--- config.mk ---
export PLATFORM = sky130hd
export DESIGN_NAME = led_driver
export DESIGN_NICKNAME = d
export VERILOG_FILES = /design/src/rtl/led_driver.sv
export SDC_FILE = /design/constraint.sdc
export NUM_CORES = 1
export LEC_CHECK = 0
export ABC_AREA = 0
export BUFFER_PORTS_ARGS = -buffer_cell sky130_fd_sc_hd__buf_4
export CAP_MARGIN = 20
export CORE_MARGIN = 5
export CORE_UTILIZATION = 26
export DETAILED_ROUTE_END_ITERATION = 8
export SLEW_MARGIN = 10
export SYNTH_ARGS = -nofsm -noshare
export SYNTH_HDL_FRONTEND = slang
export SYNTH_SLANG_ARGS = --single-unit
export TNS_END_PERCENT = 100
--- constraint.sdc ---
create_clock -name clock -period 4.6 [get_ports clock]
set_clock_uncertainty 0.15 [all_clocks]
set_input_delay 0.92 -clock clock [delete_from_list [all_inputs] [get_ports clock]]
set_output_delay 0.92 -clock clock [all_outputs]
set_load 0.01 [all_outputs]
--- src/rtl/led_driver.sv ---
// rtl/led_driver.sv - memory-mapped 24-bit LED driver with per-LED hardware blink
module led_driver #(
    parameter int PRESCALE = 23000
) (
    input  logic        clock,
    input  logic        reset,
    input  logic        ledctrl,
    input  logic        iowrite,
    input  logic        ioread,
    input  logic [3:0]  ledaddr,
    input  logic [15:0] ledwdata,
    output logic [15:0] ledrdata,
    output logic [23:0] led_out
);

    localparam int PW = (PRESCALE > 1) ? $clog2(PRESCALE) : 1;

    logic [23:0] led;
    logic [23:0] bmask;
    logic [15:0] period;
    logic [PW-1:0] pre_cnt;
    logic [15:0] per_cnt;
    logic        phase;
    logic        we;
    logic        tick;
    logic        period_we;

    assign we        = ledctrl & iowrite;
    assign period_we = we && (ledaddr == 4'h8);
    assign tick      = (pre_cnt == PW'(PRESCALE - 1));

    always_ff @(posedge clock or posedge reset) begin
        if (reset) begin
            led   <= '0;
            bmask <= '0;
        end else if (we) begin
            case (ledaddr)
                4'h0: led[15:0]    <= ledwdata;
                4'h2: led[23:16]   <= ledwdata[7:0];
                4'h4: bmask[15:0]  <= ledwdata;
                4'h6: bmask[23:16] <= ledwdata[7:0];
                default: ;
            endcase
        end
    end

    // A period write restarts the whole blink timebase and beats any coincident tick.
    always_ff @(posedge clock or posedge reset) begin
        if (reset) begin
            period  <= '0;
            pre_cnt <= '0;
            per_cnt <= '0;
            phase   <= 1'b1;
        end else if (period_we) begin
            period  <= ledwdata;
            pre_cnt <= '0;
            per_cnt <= '0;
            phase   <= 1'b1;
        end else begin
            pre_cnt <= tick ? '0 : pre_cnt + 1'b1;
            if (period == 16'd0) begin
                per_cnt <= '0;
                phase   <= 1'b1;
            end else if (tick) begin
                if (per_cnt == period - 16'd1) begin
                    per_cnt <= '0;
                    phase   <= ~phase;
                end else begin
                    per_cnt <= per_cnt + 16'd1;
                end
            end
        end
    end

    assign led_out = led & ~(bmask & {24{~phase}});

    always_comb begin
        ledrdata = 16'h0;
        if (ledctrl && ioread) begin
            case (ledaddr)
                4'h0: ledrdata = led[15:0];
                4'h2: ledrdata = {8'h0, led[23:16]};
                4'h4: ledrdata = bmask[15:0];
                4'h6: ledrdata = {8'h0, bmask[23:16]};
                4'h8: ledrdata = period;
                default: ledrdata = 16'h0;
            endcase
        end
    end

endmodule

Word-level counts from Yosys, hierarchy flattened
Cells that the tools add are included.
Word-level totals
  register bits: 96
Cells by class
  add/sub/neg operators: 3
  eq/ne operators: 6
  mux-type cells: 12
  bitwise operators: 5
  reductions and logical operators: 11
Operators with widths (count)
  two-way mux 16 bit: 5
  case mux 16 bit (5 select lines): 1
  AND 24 bit: 2
  two-way mux 15 bit: 2
  NOT 24 bit: 1
  adder 16 x 1 -> 16 bit, second input constant: 1
  == test 16 bit: 1
  logical NOT 16 bit: 1
  subtractor 16 x 1 -> 16 bit, second input constant: 1
  adder 15 x 1 -> 15 bit, second input constant: 1
  == test 15 bit, second input constant: 1
  AND reduction 2 bit: 5
  == test 4 x 3 -> 1 bit, second input constant: 2
  nonzero test 3 bit: 2
  == test 4 x 2 -> 1 bit, second input constant: 1
  == test 4 bit, second input constant: 1
  logical NOT 4 bit: 1
  two-way mux 1 bit: 4
  logical AND 1 bit: 2
  AND 1 bit: 1
  NOT 1 bit: 1

Depth between registers and ports, before layout
Gate-level depths: netlist (run 1).
  word-level depth: 6
  gate-level depth with buffers: 10

Worst setup path after synthesis (run 1)
Ideal clock, no wire load.
  kind: input port to output port
  start point: in ledaddr[3]
  end point: out ledrdata[6]
  arrival time: 2243 ps
  data required time: 3530 ps
  setup slack: 1287 ps
  stages: 5
  buffers on the path: 1
  path through: nand2b_1 > nor3_1 > clkbuf_1 > a22oi_1 > a31oi_1
On the way
  cells in the longest elaborated chain, start to end: 3
  elaborated cells between the ends (all ways): 7
Ends and longest elaborated chain
  from (decl): RTL line 10  | input logic [3:0] ledaddr,
  == test 4 bit, or another cell as far along: RTL line 80  | case (ledaddr)
  case mux 16 bit (5 select lines) *: RTL line 80
  two-way mux 16 bit *: RTL line 79  | if (ledctrl && ioread) begin
  to (decl): RTL line 12  | output logic [15:0] ledrdata,
Mark *: on every way between the ends. The rest lies on a longest branch, timed or not.

Worst setup path after layout (run 1)
  start point: in ledaddr[3]
  end point: out ledrdata[1]
The elaborated chain is that of the path after synthesis.

==> results of run 1 <==
## power breakdown
group | internal [mW] | switching [mW]
registers | 0.982 | 0.148
logic | 0.264 | 0.231
clock network | 0.380 | 0.358
## synthesized netlist by cell type, types with 4 or more instances
cell	count
nor4_1	5
clkbuf_1	25
or3_1	4
xor2_1	19
nor3_1	9
a31oi_1	9
mux2_2	49
a21boi_0	25
nand2_1	78
dfrtp_1	95
nand4b_1	4
inv_1	7
and3_1	10
xnor2_1	23
nand3_1	12
o21ai_0	8
a21oi_1	10
nand4_1	6
a22oi_1	24
nor2_1	45
## layer usage
layer / vias to the layer above / share of wire (%) / global-route usage (%) / routed length [um]
met1: 2011 / 45 / 15.5 / 5950
met2: 79 / 49 / 19.9 / 6520
met4: 0 / 1.8 / 4.31 / 237
met5: - / 0 / 0 / 0
li1: 1946 / - / - / -
met3: 18 / 4.5 / 2.39 / 605
## cell usage in the layout (no fill, tap or decap), drive strengths merged, types with 5 or more instances in the layout
master  instances
nand2          78
and3           10
nor2           45
a31oi           9
nand4           6
a21boi         25
buf            72
clkbuf          9
o21ai           9
inv            12
xnor2          23
xor2           19
dfrtp          95
a21oi          10
nor4            5
nor3            9
nand3          12
mux2           49
a22oi          24
## worst min-delay path by stage
stage,from,slack (ns),depth (start not counted),to
6_report,reset,0.33,2,led[8]
3_5_place_dp,pre_cnt[0],0.31,1,pre_cnt[0]
4_1_cts,reset,0.32,2,led[12]
5_1_grt,reset,0.34,2,led[8]
2_1_floorplan,pre_cnt[0],0.28,1,pre_cnt[0]
3_3_place_gp,pre_cnt[0],0.30,1,pre_cnt[0]
## through the flow
stage	instance area, um2	utilization (%)	setup WS, ns	power [mW]
after detailed placement	5930	30.4	1.09	1.64
after global routing	6220	31.8	1.02	2.50
after global placement	5930	30.4	1.11	1.64
after CTS	6220	31.8	1.09	2.39
after floorplan	5160	-	1.03	1.46
final	6220	31.8	1.11	2.36
## area by class of cell
class	count	area (um2)	share of cell area, %
Clock buffer	9	225	3.62
Tap cell	265	332	5.33
Multi-Input combinational cell	386	2630	42.2
Timing Repair Buffer	72	541	8.69
Sequential cell	96	2400	38.7
Inverter	7	28.8	0.463
Clock inverter	7	61.3	0.986
## registers in the layout (all words and copies together) (netlist names)
name     cells
bmask       24
led         24
per_cnt     16
period      16
phase        1
pre_cnt     15
## cell families (layout without fill, tap and decap cells)
kind of cell	Yosys count	in the layout	synth area share [%]
buf+inv	36	95	2.93
mux	51	51	11.1
simple gates	194	194	18.1
compound gates	95	95	13.0
flops	96	96	46.6
xor+xnor	43	43	7.59
fa+ha+maj	3	3	0.727
## critical path: cells and delay by family
family / cells / cell delay [ns]
AO/OA/AOI/OAI: 2 / 0.42
AND/OR/NAND/NOR: 2 / 0.78
buffers and inverters: 2 / 0.30
==> flow_summary.toml, run 1 <==
[logic_synthesis]
syn_nets = 546
ys_async_sr_fraction_pct = 100
synth.top_cell.area_share_pct = 46.1
synth_edf_count = 0
syn-mean-instance-area_um2 = 9.96
synth_area_um2 = 5160
yosysSeqAreaShare_pct = 46.6
yosys-top-cells-area = "dfrtp_1 (46%), mux2_2 (11%), nand2_1 (5.7%)"
yosysUniqueCellTypes = 53
synthFlopType = "dfrtp_1"
yosys.area.top_type = "dfrtp_1"
synth-seq-cells = 96
syn_inst = 518
yosys_warnings = 0

[clock_tree]
cts.sinks = 96
clkTransAtPathRegs_ns = 0.07
cts-htree-levels = 3
cts_buffers = 9
cts_hold_buffers = 0
clockBufferDepth = 2
clock-root-buffer = "clkbuf_16"
cts_resized = 0
clk_latency_ns = 0.35
cts_setup_buffers = 0
cts_tree = "done"

[pwr]
cellPowerDensity_nw_per_um2 = 380
p_leak_nw = 2.71
ir_worst_vdd_uv = 185

[sta]
worstMarginPinSlew_ns = 0.979
slew_headroom_pct = 34.7
rsz0062_at_grt = "false"
min_period_ns = 3.49
fmax_mhz = 286
holdWs_ns = 0.328
slew_violations = 0
finalCritPeriodShare_pct = 75.9
setup_violations = 0
tns_ns = 0
hold_viol_final = 0

[flow_run]
drv_cap = 0

[critical_path]
startpoint = "ledaddr[3]"
critPathMaxStageDelay_ns = 0.62
crit_path_end = "ledrdata[1]"
crit_top_cell = "buf_4"
start_kind = "primary input"
r2r-end = "per_cnt[9]"
reg2reg_from = "period[0]"
r2r_cells = 9
crit_required_ns = 3.53
crit_slowest_cell = "nor2_1"
arrival_ns = 2.42
crit_type = "primary input to output pin"
crit_chain = "buf_4, nand2b_1, nor2_1, a22oi_1, a31oi_1, buf_4"
crit_path_end_kind = "output pin"
r2r_setup_slack_ns = 1.32
critPathMaxFanout = 9

[routing]
drc = 0
wl_per_cell_um = 15.8
finalWirelength_um = 13300
first_iter_violations = 253
vias = 4054
postRouteAntennaNets = 0
viasPerCell = 4.81
drt-pass1-iter-count = 4

[placement]
dpl.hpwl_um = 9300
place_congestion = 0.854
dp.cells = 826
port_buffers = 64

[cells_and_area]
syn2layout_area_growth_pct = 20.5
nNetsFinal = 600
drive_gt1_share_pct = 25.5
n_antenna_cell = 0
fillers = 2074
finalNonFillerCells = 842

[global_routing]
grt_pass1_vias = 4129
grtUsageTotal_pct = 12.0
grt_max_degree = 44
grt_pass1_wl_um = 21900
antenna_found_initial = 0
overflow = 0

[floorplan]
die_h_um = 151
io_pins = 65
die_area_um2 = 22800
design.core.area_um2 = 19500
row_count = 51
initial_utilization_pct = 26.4
fp.dieW_um = 151

[min_path]
hold_path.class = "primary input to async pin"

[outcome]
outcome = "finished, final reports clean"
(Power assumes the default switching activity.)
==> inputs of run 2 (changes only) <==
==> constraint.sdc (replaced) <==
create_clock -name clock -period 3.4 [get_ports clock]
set_clock_uncertainty 0.15 [all_clocks]
set_input_delay 0.68 -clock clock [delete_from_list [all_inputs] [get_ports clock]]
set_output_delay 0.68 -clock clock [all_outputs]
set_load 0.01 [all_outputs]
==> run 2 against run 1 <==
Die area is the same. Final area grew 2.3%. Clock-buffer cell count is the same. Non-clock buffer count grew 10. Global-route usage grew 0.35 points. Via count shrank 0.15%. Final cell count grew 1.2%. Critical path depth grew 1. Setup slack lost 0.90 ns. Critical endpoint is now per_cnt[14]. Largest cell class unchanged. Highest routed layer unchanged.
==> flow_summary.toml, run 2 (same netlist as run 1, synthesis figures left out) <==
[pwr]
cellPowerDensity_nw_per_um2 = 517
comb_power_share_pct = 21.7
ir_worst_vdd_uv = 296
p_clk_share_pct = 32.3
power.internal_mw = 2.29
swShare_pct = 30.3
switchingPower_mw = 0.996
p_leak_nw = 2.79
p_seq_share_pct = 45.9

[critical_path]
path_buf_inv = 0
cp.depth = 7
crit_type = "flip-flop to flip-flop"
crit_path_end_kind = "flip-flop"
critPathMaxStageDelay_ns = 0.61
path_delay_family = "simple AND/OR/NAND/NOR gates"
critPathMaxFanout = 13
crit_slowest_cell = "or4_1"
start_kind = "flip-flop"
crit_required_ns = 3.48
crit_chain = "or4_1, or3_1, or3_1, a2111oi_0, and4b_1, o21a_2, nor2_1"
crit_top_cell = "or3_1"
arrival_ns = 3.27
r2r_cells = 7

[cells_and_area]
n_antenna_cell = 0
layout_commonest_cell = "dfrtp_1"
final_cell_mix = "dfrtp_1 (95), buf_4 (79), nand2_1 (78)"
fillers = 2067
fin_util_pct = 32.6
finalNonFillerCells = 852
reg_top3 = "bmask x24, led x24"
drive_gt1_share_pct = 26.9
nNetsFinal = 610
syn2layout_area_growth_pct = 23.2

[routing]
drc = 0
finalWirelength_um = 13500
wl_per_cell_um = 15.9
postRouteAntennaNets = 0
viasPerCell = 4.75
drt-pass1-iter-count = 4
vias = 4048
first_iter_violations = 250

[floorplan]
die_area_um2 = 22800
fp.dieW_um = 151
design.core.area_um2 = 19500
io_pins = 65
initial_utilization_pct = 26.4
row_count = 51
die_h_um = 151

[global_routing]
overflow = 0
grt_pass1_wl_um = 22200
antenna_found_initial = 0
grt_max_degree = 50
grtUsageTotal_pct = 12.3
grt_pass1_vias = 4147

[sta]
fmax_mhz = 314
setup_violations = 0
worstMarginPinSlew_ns = 0.635
setup_ws_ns = 0.212
hold_viol_final = 0
finalCritPeriodShare_pct = 93.8
min_period_ns = 3.19
slew_headroom_pct = 57.7
slew_violations = 0

[placement]
port_buffers = 64
pre_cts_slack_ns = 0.250
dpl.hpwl_um = 9670
dp.cells = 836
place_congestion = 0.797

[clock_tree]
clockBufferDepth = 2
clk_latency_ns = 0.35
cts_tree = "done"
cts.sinks = 96
clkTransAtPathRegs_ns = 0.07
cts-htree-levels = 3
clock-root-buffer = "clkbuf_16"
cts_buffers = 9

[flow_run]
drv_cap = 0

[outcome]
outcome = "finished, final reports clean"

[min_path]
hold_path.class = "primary input to async pin"
## run 2: cell types whose count changed in the layout (fill, tap and decap cells not counted)
cell	previous run	this run
inv_8	2	0
nor4_1	4	3
clkinv_4	0	1
buf_4	72	79
inv_6	3	5
clkinv_2	1	0
buf_12	0	3
clkinvlp_4	1	0
bufinv_16	0	1
nor4_2	1	2
## run 2: path summary, 6_finish.rpt
kind / start / endpoint / slack [ns]
max: period[7] / per_cnt[14] / 0.21
min: reset / led[14] / 0.26
max reg2reg: period[7] / per_cnt[14] / 0.21
min reg2reg: pre_cnt[0] / pre_cnt[0] / 0.32
max in group asynchronous: reset / led[16] / 2.13
min in group clock: pre_cnt[0] / pre_cnt[0] / 0.32
## run 2: per-stage QoR
step	total power, mW	area [um2]	setup TNS (ns)	hold WS (ns)
floorplan	1.97	5160	0	0.283
global placement	2.24	6040	0	0.303
detailed placement	2.25	6040	0	0.307
CTS	3.33	6350	0	0.286
global route	3.48	6360	-0.000949	0.325
finish	3.29	6360	0	0.262
## run 2: area by class of cell
class	count	area (um2)	area share, %
timing repair buffer	82	653	10.3
multi-input combinational	386	2630	41.4
tap	265	332	5.22
inverter	7	28.8	0.453
clock buffer	9	225	3.54
sequential	96	2400	37.8
clock inverter	7	82.6	1.30
## run 2: power by group through the flow
stage                     Sequential, mW  Clock [mW]  Combinational (mW)
after detailed placement            1.53           0               0.719
final                               1.51        1.06               0.713
after global routing                1.54        1.14               0.799
after floorplan                     1.45           0               0.515
after global placement              1.53           0               0.712
after CTS                           1.51        1.10               0.723
## run 2: worst reg2reg max path, stage by stage, from the launching register on
cell and delay (ns):
dfrtp_1 0.47, or4_1 0.62, or3_1 0.34, or3_1 0.36, a2111oi_0 0.37, and4b_1 0.35, o21a_2 0.31, nor2_1 0.09
## run 2: metal layers
| layer | up-vias | global-route usage [%] | part of all wire [%] |
|---|---|---|---|
| met5 | - | 0 | 0 |
| met3 | 17 | 2.12 | 2.6 |
| met1 | 2004 | 15.0 | 43 |
| li1 | 1966 | - | - |
| met4 | 0 | 5.80 | 2.6 |
| met2 | 61 | 21.3 | 51 |
## run 2: what timing repair did
| item | 4_1_cts | 5_1_grt |
|---|---|---|
| hold buffers | 0 | 0 |
| setup buffers | 0 | 0 |
| endpoints found under the setup margin | 0 | 10 |
| resized for setup | 0 | 1 |
==> inputs of run 3 (changes only) <==
--- a/config.mk
+++ b/config.mk
@@ -8,6 +8,7 @@
 export ABC_AREA = 0
 export BUFFER_PORTS_ARGS = -buffer_cell sky130_fd_sc_hd__buf_4
 export CAP_MARGIN = 20
+export CORE_ASPECT_RATIO = 1.2
 export CORE_MARGIN = 5
 export CORE_UTILIZATION = 26
 export DETAILED_ROUTE_END_ITERATION = 8
==> run 3 against run 2 <==
Final cell count decreased by 0.59%. Setup slack improved by 0.093 ns. First-iteration DRC count decreased by 19%. Wire length increased by 0.93%. Final area decreased by 1.2%. Power decreased by 3.3%. Combinational power decreased by 0.6%. Via count increased by 1.6%. Clock power decreased by 9%. Core utilization decreased by 0.42 points. Critical path depth unchanged. Global-route usage decreased by 0.13 points. Largest power group unchanged.
==> flow_summary.toml, run 3 (same netlist as run 1, synthesis figures left out) <==
[outcome]
outcome = "finished, final reports clean"

[pwr]
ir_worst_vdd_uv = 231
p_total_mw = 3.18
p_leak_nw = 2.76
cellPowerDensity_nw_per_um2 = 506

[cells_and_area]
fillers = 2036
regArea_um2 = 2400
reg_top3 = "bmask x24, led x24"
syn2layout_area_growth_pct = 21.7
fin_util_pct = 32.1
nNetsFinal = 609
drive_gt1_share_pct = 26.6
finalNonFillerCells = 847
layout_commonest_cell = "dfrtp_1"
n_antenna_cell = 0
final_cell_mix = "dfrtp_1 (95), buf_4 (80), nand2_1 (78)"
multi_input_area_um2 = 2630

[floorplan]
die_area_um2 = 22800
io_pins = 65
design.core.area_um2 = 19500
die_h_um = 164
initial_utilization_pct = 26.4
fp.dieW_um = 139
row_count = 56

[global_routing]
grt_max_degree = 97
antenna_found_initial = 0
grt-busiest-layer = "met2"
grtUsageTotal_pct = 12.2
overflow = 0
grt_pass1_wl_um = 22600
grt_pass1_vias = 4265
use_met2_pct = 23.1
grt_util_met3_pct = 1.72
gr-usage-met1_pct = 13.5

[critical_path]
crit_top_cell = "or3_1"
start_kind = "flip-flop"
crit_slowest_cell = "or4_1"
path_delay_family = "simple AND/OR/NAND/NOR gates"
crit_path_end_kind = "flip-flop"
arrival_ns = 3.17
r2r_cells = 7
reg2reg_from = "period[9]"
r2r_setup_slack_ns = 0.30
critPathMaxStageDelay_ns = 0.53
path_buf_inv = 0
r2r-end = "per_cnt[13]"
crit_chain = "or4_1, or3_1, or3_1, a2111oi_0, and4b_1, o21a_2, nor2_1"
crit_type = "flip-flop to flip-flop"
critPathMaxFanout = 13
crit_required_ns = 3.47

[sta]
min_period_ns = 3.10
rsz0062_at_grt = "false"
setup_ws_ns = 0.304
tns_ns = 0
setup_violations = 0
slew_headroom_pct = 41.5
worstMarginPinSlew_ns = 0.876
slew_violations = 0
finalCritPeriodShare_pct = 91.0
hold_viol_final = 0
fmax_mhz = 323

[clock_tree]
clkTransAtPathRegs_ns = 0.07
clock-root-buffer = "clkbuf_16"
cts_hold_buffers = 0
cts_tree = "done"
cts_buffers = 9
clk_latency_ns = 0.34
cts_setup_buffers = 0
cts_resized = 0
clockBufferDepth = 2
cts-htree-levels = 3
cts.sinks = 96

[flow_run]
drv_cap = 0

[routing]
first_iter_violations = 202
viasPerCell = 4.85
drt-pass1-iter-count = 5
wl_per_cell_um = 16.1
postRouteAntennaNets = 0
finalWirelength_um = 13700
drc = 0
vias = 4112

[placement]
place_congestion = 0.829
dpl.hpwl_um = 9560
pre_cts_slack_ns = 0.313
dp.cells = 831
port_buffers = 64

[min_path]
hold_path.class = "primary input to async pin"
run 3: stage by stage:
step                hold WS, ns  cell area [um2]
floorplan                 0.283             5160
global placement          0.303             6000
detailed placement        0.312             6000
CTS                       0.318             6280
global route              0.342             6280
finish                    0.281             6280
run 3: per-layer routing:
metal / wire (um) / share of wire [%] / up-vias
met1: 5290 / 39 / 2029
met5: 0 / 0 / -
met4: 395 / 2.9 / 0
met3: 468 / 3.4 / 21
met2: 7510 / 55 / 97
li1: - / - / 1965
run 3: report_power, final:
group / internal, mW / switching, mW
combinational: 0.375 / 0.334
sequential: 1.33 / 0.178
clock: 0.503 / 0.457
total: 2.21 / 0.969
run 3: area by class of cell:
class	instances	area share, %
multi-input cells	386	41.8
flip-flops and latches	96	38.3
repair buffers	81	9.88
well taps	261	5.20
clock buffers	9	3.58
clock inverters	7	0.836
inverters	7	0.438
run 3: worst max-delay path by stage:
| stage | depth (start not counted) | slack [ns] | start | end |
|---|---|---|---|---|
| after floorplan | 1 | 0.07 | reset | bmask[0] |
| after global placement | 7 | 0.38 | period[9] | per_cnt[13] |
| after detailed placement | 7 | 0.31 | period[9] | per_cnt[8] |
| after CTS | 7 | 0.30 | period[9] | per_cnt[8] |
| after global routing | 7 | 0.07 | period[9] | per_cnt[5] |
| final | 7 | 0.30 | period[9] | per_cnt[13] |
run 3: tightest hold or removal path, cell delays in order:
cell      delay, ns
buf_4          0.11
clkinv_2       0.05
buf_12         0.37
